--- src/rtl/apb_pkg.sv ---
// Shared types and helpers for the APB slave family.
package apb_pkg;

    typedef enum logic [1:0] {
        IDLE   = 2'd0,
        SETUP  = 2'd1,
        ACCESS = 2'd2
    } apb_state_t;

    // Value driven on the read data bus whenever no read is completing.
    localparam logic [31:0] PRDATA_IDLE = '0;

    // Ceiling log2, with a floor of 1 so a 2-entry file still gets an index bit.
    function automatic int clog2(input int value);
        int result;
        result = 1;
        for (int i = 1; i < 31; i++) begin
            if ((1 << i) < value) begin
                result = i + 1;
            end
        end
        return result;
    endfunction

endpackage

--- src/rtl/apb_wait_counter.sv ---
// Loadable down-counter with a zero flag; holds at zero instead of wrapping.
module apb_wait_counter #(
    parameter int WIDTH = 4
) (
    input  logic             clk,
    input  logic             rst_n,
    input  logic             load,
    input  logic [WIDTH-1:0] load_value,
    input  logic             dec,
    output logic [WIDTH-1:0] count,
    output logic             zero
);

    // Load takes priority over decrement.
    always_ff @(posedge clk or negedge rst_n) begin
        if (!rst_n) begin
            count <= '0;
        end else if (load) begin
            count <= load_value;
        end else if (dec && (count != '0)) begin
            count <= count - WIDTH'(1);
        end
    end

    assign zero = (count == '0);

endmodule

--- src/rtl/apb_slave_regfile.sv ---
// APB slave with a word-addressed register file, programmable wait states
// and PSLVERR signalling. Register 0 is a read-only ID word.
//
// state  | meaning
// -------+-------------------------------------------------------------
// IDLE   | no transfer; a setup phase (sel & ~Penable) is captured here
// SETUP  | first access-phase cycle after the captured setup phase
// ACCESS | later access-phase cycles while wait states count down
//
// SETUP and ACCESS both complete the transfer once the wait counter is zero,
// which is what lets WAIT_STATES=0 finish in the first Penable cycle.
module apb_slave_regfile
    import apb_pkg::*;
#(
    parameter int          DATA_W      = 32,
    parameter int          ADDR_W      = 32,
    parameter int          NUM_REGS    = 8,
    parameter int          WAIT_STATES = 0,
    parameter int          SEL_INDEX   = 0,
    parameter logic [31:0] ID_VALUE    = 32'hA5B0_0001
) (
    input  logic              Pclk,
    input  logic              Presetn,
    input  logic [2:0]        Pselx,
    input  logic              Penable,
    input  logic              Pwrite,
    input  logic [ADDR_W-1:0] Paddr,
    input  logic [DATA_W-1:0] Pwdata,
    output logic [DATA_W-1:0] Prdata,
    output logic              Pready,
    output logic              Pslverr
);

    localparam int IDX_W = clog2(NUM_REGS);
    localparam int WA_W  = ADDR_W - 2;

    apb_state_t        state;
    apb_state_t        state_next;
    logic              sel;
    logic [WA_W-1:0]   word_addr;
    logic              addr_error;
    logic [IDX_W-1:0]  idx_q;
    logic              write_q;
    logic              err_q;
    logic [3:0]        wait_cnt;
    logic              wait_zero;
    logic              cnt_load;
    logic              cnt_dec;
    logic              xfer_done;
    logic              illegal;
    logic              commit;
    logic [DATA_W-1:0] rd_word;
    logic [DATA_W-1:0] regs [1:NUM_REGS-1];
    logic              unused_bits;

    assign sel       = Pselx[SEL_INDEX];
    assign word_addr = Paddr[ADDR_W-1:2];

    // Range check uses the whole word address so an alias of a valid index
    // (e.g. word 9 with 8 registers) is rejected instead of hitting index 1.
    assign addr_error = (word_addr >= WA_W'(NUM_REGS))
                      | (Pwrite & (word_addr == '0));

    apb_wait_counter #(
        .WIDTH (4)
    ) u_wait_counter (
        .clk        (Pclk),
        .rst_n      (Presetn),
        .load       (cnt_load),
        .load_value (4'(WAIT_STATES)),
        .dec        (cnt_dec),
        .count      (wait_cnt),
        .zero       (wait_zero)
    );

    // State register.
    always_ff @(posedge Pclk or negedge Presetn) begin
        if (!Presetn) begin
            state <= IDLE;
        end else begin
            state <= state_next;
        end
    end

    // Next-state decode; dropping sel or Penable mid-access abandons the transfer.
    always_comb begin
        state_next = state;
        cnt_load   = 1'b0;
        cnt_dec    = 1'b0;
        xfer_done  = 1'b0;
        case (state)
            IDLE: begin
                if (sel && !Penable) begin
                    state_next = SETUP;
                    cnt_load   = 1'b1;
                end
            end
            SETUP, ACCESS: begin
                if (!(sel && Penable)) begin
                    state_next = IDLE;
                end else if (wait_zero) begin
                    state_next = IDLE;
                    xfer_done  = 1'b1;
                end else begin
                    state_next = ACCESS;
                    cnt_dec    = 1'b1;
                end
            end
            default: state_next = IDLE;
        endcase
    end

    // Address, direction and error status are frozen at the setup phase.
    always_ff @(posedge Pclk or negedge Presetn) begin
        if (!Presetn) begin
            idx_q   <= '0;
            write_q <= 1'b0;
            err_q   <= 1'b0;
        end else if (cnt_load) begin
            idx_q   <= Paddr[IDX_W+1:2];
            write_q <= Pwrite;
            err_q   <= addr_error;
        end
    end

    // Access phase with no setup: answer with an error so the master never hangs.
    assign illegal = Presetn & (state == IDLE) & sel & Penable;
    assign commit  = xfer_done & write_q & ~err_q;

    // Register file; index 0 has no storage and is never written.
    always_ff @(posedge Pclk or negedge Presetn) begin
        if (!Presetn) begin
            for (int i = 1; i < NUM_REGS; i++) begin
                regs[i] <= '0;
            end
        end else if (commit) begin
            for (int i = 1; i < NUM_REGS; i++) begin
                if (idx_q == IDX_W'(i)) begin
                    regs[i] <= Pwdata;
                end
            end
        end
    end

    // Read mux; index 0 falls through to the ID word.
    always_comb begin
        rd_word = ID_VALUE[DATA_W-1:0];
        for (int i = 1; i < NUM_REGS; i++) begin
            if (idx_q == IDX_W'(i)) begin
                rd_word = regs[i];
            end
        end
    end

    assign Pready  = xfer_done | illegal;
    assign Pslverr = illegal | (xfer_done & err_q);
    assign Prdata  = (xfer_done & ~write_q & ~err_q) ? rd_word
                                                     : PRDATA_IDLE[DATA_W-1:0];

    assign unused_bits = ^{Pselx, Paddr[1:0], wait_cnt};

endmodule
--- config.mk ---
export PLATFORM = sky130hd
export DESIGN_NAME = apb_slave_regfile
export DESIGN_NICKNAME = d
export VERILOG_FILES = /design/src/rtl/apb_pkg.sv /design/src/rtl/apb_wait_counter.sv /design/src/rtl/apb_slave_regfile.sv
export SDC_FILE = /design/constraint.sdc
export NUM_CORES = 1
export LEC_CHECK = 0
export ABC_AREA = 1
export CELL_PAD_IN_SITES_DETAIL_PLACEMENT = 0
export CELL_PAD_IN_SITES_GLOBAL_PLACEMENT = 1
export CORE_MARGIN = 2
export CORE_UTILIZATION = 36
export DETAILED_ROUTE_END_ITERATION = 10
export GPL_ROUTABILITY_DRIVEN = 1
export PLACE_DENSITY = 0.7
export SLEW_MARGIN = 20
export SYNTH_ARGS = -nofsm -noshare
export SYNTH_HDL_FRONTEND = slang
export SYNTH_SLANG_ARGS = --single-unit
--- constraint.sdc ---
create_clock -name Pclk -period 3.1 [get_ports Pclk]
set_clock_uncertainty 0.15 [all_clocks]
set_input_delay 0.31 -clock Pclk [delete_from_list [all_inputs] [get_ports Pclk]]
set_output_delay 0.31 -clock Pclk [all_outputs]
set_load 0.02 [all_outputs]
Word level (Yosys, flattened, before mapping) --
Index checks and enable logic that the tools add are counted.
Word-level totals: flip-flop bits (word level) 235, bits of input ports 71, output and inout port bits 34
Operators by class: equal/unequal tests 10, bitwise gates (word level) 14, magnitude comparators 1, mux-type cells 22, add/sub/neg operators 1, reduce and logical (&&, ||, !) cells 17
Operators with widths (number):
- 32-bit two-way mux | 8
- 30-bit by 4-bit >= comparator with 1-bit output (second input constant) | 1
- 30-bit zero test | 1
- 2-bit AND reduction | 7
- 3-bit == test (second input constant) | 4
- 1-bit bitwise AND | 9
- 1-bit two-way mux | 8
- 4-bit two-way mux | 2
- 3-bit by 2-bit == test with 1-bit output (second input constant) | 2
- 2-bit two-way mux | 3
- 4-bit zero test | 1
- 2-bit one-hot mux with 2 select lines | 1
- 4-bit nonzero test | 1
- 4-bit by 1-bit subtractor with 4-bit output (second input constant) | 1
- 3-bit by 1-bit == test with 1-bit output (second input constant) | 1
- 1-bit logical AND | 3
- 1-bit bitwise OR | 3
- 2-bit by 1-bit == test with 1-bit output (second input constant) | 1
- 2-bit == test (second input constant) | 1
- 2-bit zero test | 1
- 2-bit != test (second input constant) | 1
- 1-bit NOT | 2
- 2-bit nonzero test | 1
- 2-bit OR reduction | 1
- 1-bit zero test | 1

Longest topological paths before layout --
depth in word-level cells 9, mapped depth 11, mapped depth without buffers 10

Cells and area by module --
From an unflattened synthesis, not the netlist that was laid out.
Unflattened totals: cells, all modules 1381, area, all modules 11204.5 µm²
Modules (own cells, without submodules):
- apb_slave_regfile | cells each 1335, sequential area each 5780.5 µm², instances 1, area an instance 10909.2 µm²
- apb_wait_counter | cells each 46, sequential area each 100.1 µm², instances 1, area an instance 295.3 µm²

Worst setup path before layout --
Ideal clock, no wire load.
path kind register to output, start register state[0], end output Prdata[10], slack 0.973 ns, data arrival time 1.667 ns, buffers on the path 1, stages on the path, launching flop included 12, path through dfrtp_1 > inv_1 > ha_1 > inv_1 > nor2_4 > nand3_4 > nor2_4 > inv_1 > clkbuf_1 > nor2_1 > nand2_1 > inv_1
On the way: word-level cells in the longest chain between the ends 6
Ends and longest elaborated chain:
- start, declared | RTL line apb_slave_regfile.sv:37 | apb_state_t state;
- start signal, assigned | RTL line apb_slave_regfile.sv:81 | state <= state_next;
- 2-bit by 1-bit == test with 1-bit output / 2-bit == test (equally long branches) | RTL line apb_slave_regfile.sv:91 | case (state)
- 2-bit OR reduction (*) | RTL line apb_slave_regfile.sv:91
- 1-bit two-way mux (*) | RTL line apb_slave_regfile.sv:91
- 1-bit bitwise AND (*) (2 in a row) | RTL line apb_slave_regfile.sv:157 | assign Prdata = (xfer_done & ~write_q & ~err_q) ? rd_word
- 32-bit two-way mux (*) | RTL line apb_slave_regfile.sv:157
- end, declared | RTL line apb_slave_regfile.sv:29 | output logic [DATA_W-1:0] Prdata,
Mark *: on every way between the ends. The rest lies on a longest branch, timed or not.

Worst setup path in the final report --
start register state[0], end output Prdata[26]
The elaborated chain is that of the path after synthesis.

==> metrics <==
vias in the first global route roughly 9.0k; largest net degree at the start of global routing between 100 and 150; GRT Util Overall 18.3%; GPL Wtd Cong around 0.71; syn avg cell area 8.31 um^2; dpl cells ~1.8k; # clock sinks 235; Final min period 2.97 ns; ANT nets after route 0; fin. max-slew vios 0; initial antenna violation count 0; routed vias between 9k and 10k; PwrDens ~650 nW/um^2; initial DRC count 694; Clock Pin Slew Worst Setup and Hold Paths 0.06 ns; Top Ports ~110; Die H between 150 and 200 um; slowest CP cell dfrtp_1; max_cap viols 0; FMAX approximately 340 MHz; initial core utilization 36.6%; Placeable Area approximately 31000 um^2; CP Cell Sequence inv_1 > ha_1 > inv_1 > nor2_4 > nand3_4 > nor2_4 > buf_4 > buf_4 > o21ai_0 > nor2_1 > clkdlybuf4s15_1; Die ar. between 30000 and 40000 um^2; LEAKAGE 0.00665 uW; Root Buffer clkbuf_16; CP Launch Type flop; Final Util a little over two fifths; HP Class input pin to asynchronous set/reset pin; WL/cell about 16 um; Max Root-Sink Buffers 3; Setup CP Type flop to output port; Skew-Pair Late Insertion Delay between 0.5 and 0.6 ns; synth unique cells 30; endpoints failing setup 0; Seq/Total Area, Yosys a little over half; Pre-antenna DRT Iters 5; Syn Inst Count approximately 1.3k; slowest stage delay, CP ~0.35 ns; most common cell after layout, fill and taps aside nand2_1; layout cells sized above 1 under 10%; capturing element type of the critical path output port; # rows 64; number of synthesis warnings 0; Syn Nets about 1.4k; flops & latches, synth ~240; IO Port Bufs 100; antenna cell count 0; Max FO, Critical Path 5; RSZ-0062 raised after global routing yes; H-tree depth 1; Hold Vio Cnt, Final 0; status finished, final reports clean; Area contributors post-synth dfrtp_1 (53%), nand2_1 (13%), o21ai_0 (6.4%); Syn Std Cell Area 11200 um^2; global-route wire length before repair roughly 49 mm; post-synth top area share between 50 and 60%; Bufs and invs on worst path 5; area grow syn2layout 17.9%; commonest cells after routing, fill and taps aside nand2_1 (373), dfrtp_1 (232), o21ai_0 (143), o21ai_1 (119), inv_1 (94); Slew HR a little under half; slew of the pin with the lowest slew margin just under 0.8 ns; Tcrit/Tclk final 95.7%; GRT Residual Overflow 0; Nets about 1.5k; CTS tree built; DRC Markers 0; fin cells approximately 1.8k; Worst VDD drop about 0.00038 V; HPWL after DPL 17.6 mm; die width 180 um; cell family with the largest share of critical-path delay buffers and inverters; Post-Route WL 29.0 mm; WP data required 2.64 ns; WP data arrival 2.51 ns; Num CTS Buffers 27; Yosys top cell by area dfrtp_1; DR vias/cell between 4 and 5
==> through the flow <==
stage	setup WS, ns	hold slack, ns	TNS [ns]	total power (uW)	instance area [um^2]
after global placement	0.0373	0.0827	0	5640	12500
final	0.134	0.122	0	8550	13200
after global routing	-0.0103	0.152	-0.0104	9030	13200
after floorplan	0.973	-0.136	0	4820	11200
after detailed placement	0.0195	0.0825	0	5640	12500
after CTS	0.0108	0.129	0	8650	13300
==> area by class of cell <==
cell class              instances  area [um^2]
well taps                     396          495
multi-input cells             931         4420
flip-flops and latches        235         5880
clock buffers                  42          782
clock inverters                 7         35.0
repair buffers                131         1200
fillers                      3127        17400
inverters                      99          382
==> power breakdown <==
part | internal (uW) | switching [uW] | total, uW
Sequential | 3130 | 102 | 3230
Clock | 1720 | 1240 | 2970
Combinational | 779 | 1580 | 2360
==> flip-flops by register name, indices dropped and copies added, names as in the netlist <==
signal                flops
regs                    224
u_wait_counter.count      4
idx_q                     3
state                     2
err_q                     1
write_q                   1
==> cell usage after synthesis <==
master and count:
clkbuf_2 1, nor4_1 2, buf_1 1, dfrtp_1 235, nor2_8 3, o21ai_0 143, o22ai_1 1, nand3_1 48
nor3_1 3, nand2_2 1, or2_2 16, nand2_1 374, buf_4 7, nor2_1 93, buf_2 41, inv_2 3
nand4_1 56, nand3_4 2, nand3b_1 2, inv_4 2, o21bai_1 23, ha_1 3, nor3_2 2, clkbuf_1 14
a21oi_1 27, nor2_4 4, nand2_4 9, inv_1 94, buf_6 18, o21ai_1 119
==> worst paths after layout <==
check	startpoint	to	slack [ns]	cells after the start
worst max-delay path	state[0]	Prdata[26]	0.13	11
worst min-delay path	Presetn	state[0]	0.12	2
min in group Pclk	Pwrite	write_q	0.25	3
worst max register to register	state[0]	regs[94]	0.74	8
worst min register to register	u_wait_counter.count[3]	u_wait_counter.count[3]	0.32	1
max in group asynchronous	Presetn	regs[167]	1.57	3
==> logic make-up (layout without fill, tap and decap cells) <==
family                     after synthesis  in the layout  share of synthesized area [%]
AOI/OAI and AO/OA                      313            313                           14.5
adders and majority gates                3              3                          0.335
buffers and inverters                  181            279                           8.02
DFF                                    235            235                           52.5
and+or+nand+nor                        615            615                           24.6
==> per-layer routing <==
layer,part of all wire (%),GRT usage [%],vias to the layer above,routed length [um]
li1,-,-,4564,-
met1,48,25.6,4325,13900
met2,46,30.5,177,13500
met3,3.9,2.08,37,1140
met4,1.8,3.97,0,533
met5,0,0,-,0
==> repair_timing <==
action | CTS | global route
pin swaps | 1 | 1
hold endpoints to repair | 41 | 0
hold buffers | 1 | 0
gates resized for setup | 36 | 50
buffers inserted | 1 | 1
setup endpoints to repair | 32 | 27
No activity file was read; power rests on OpenSTA's default activity.
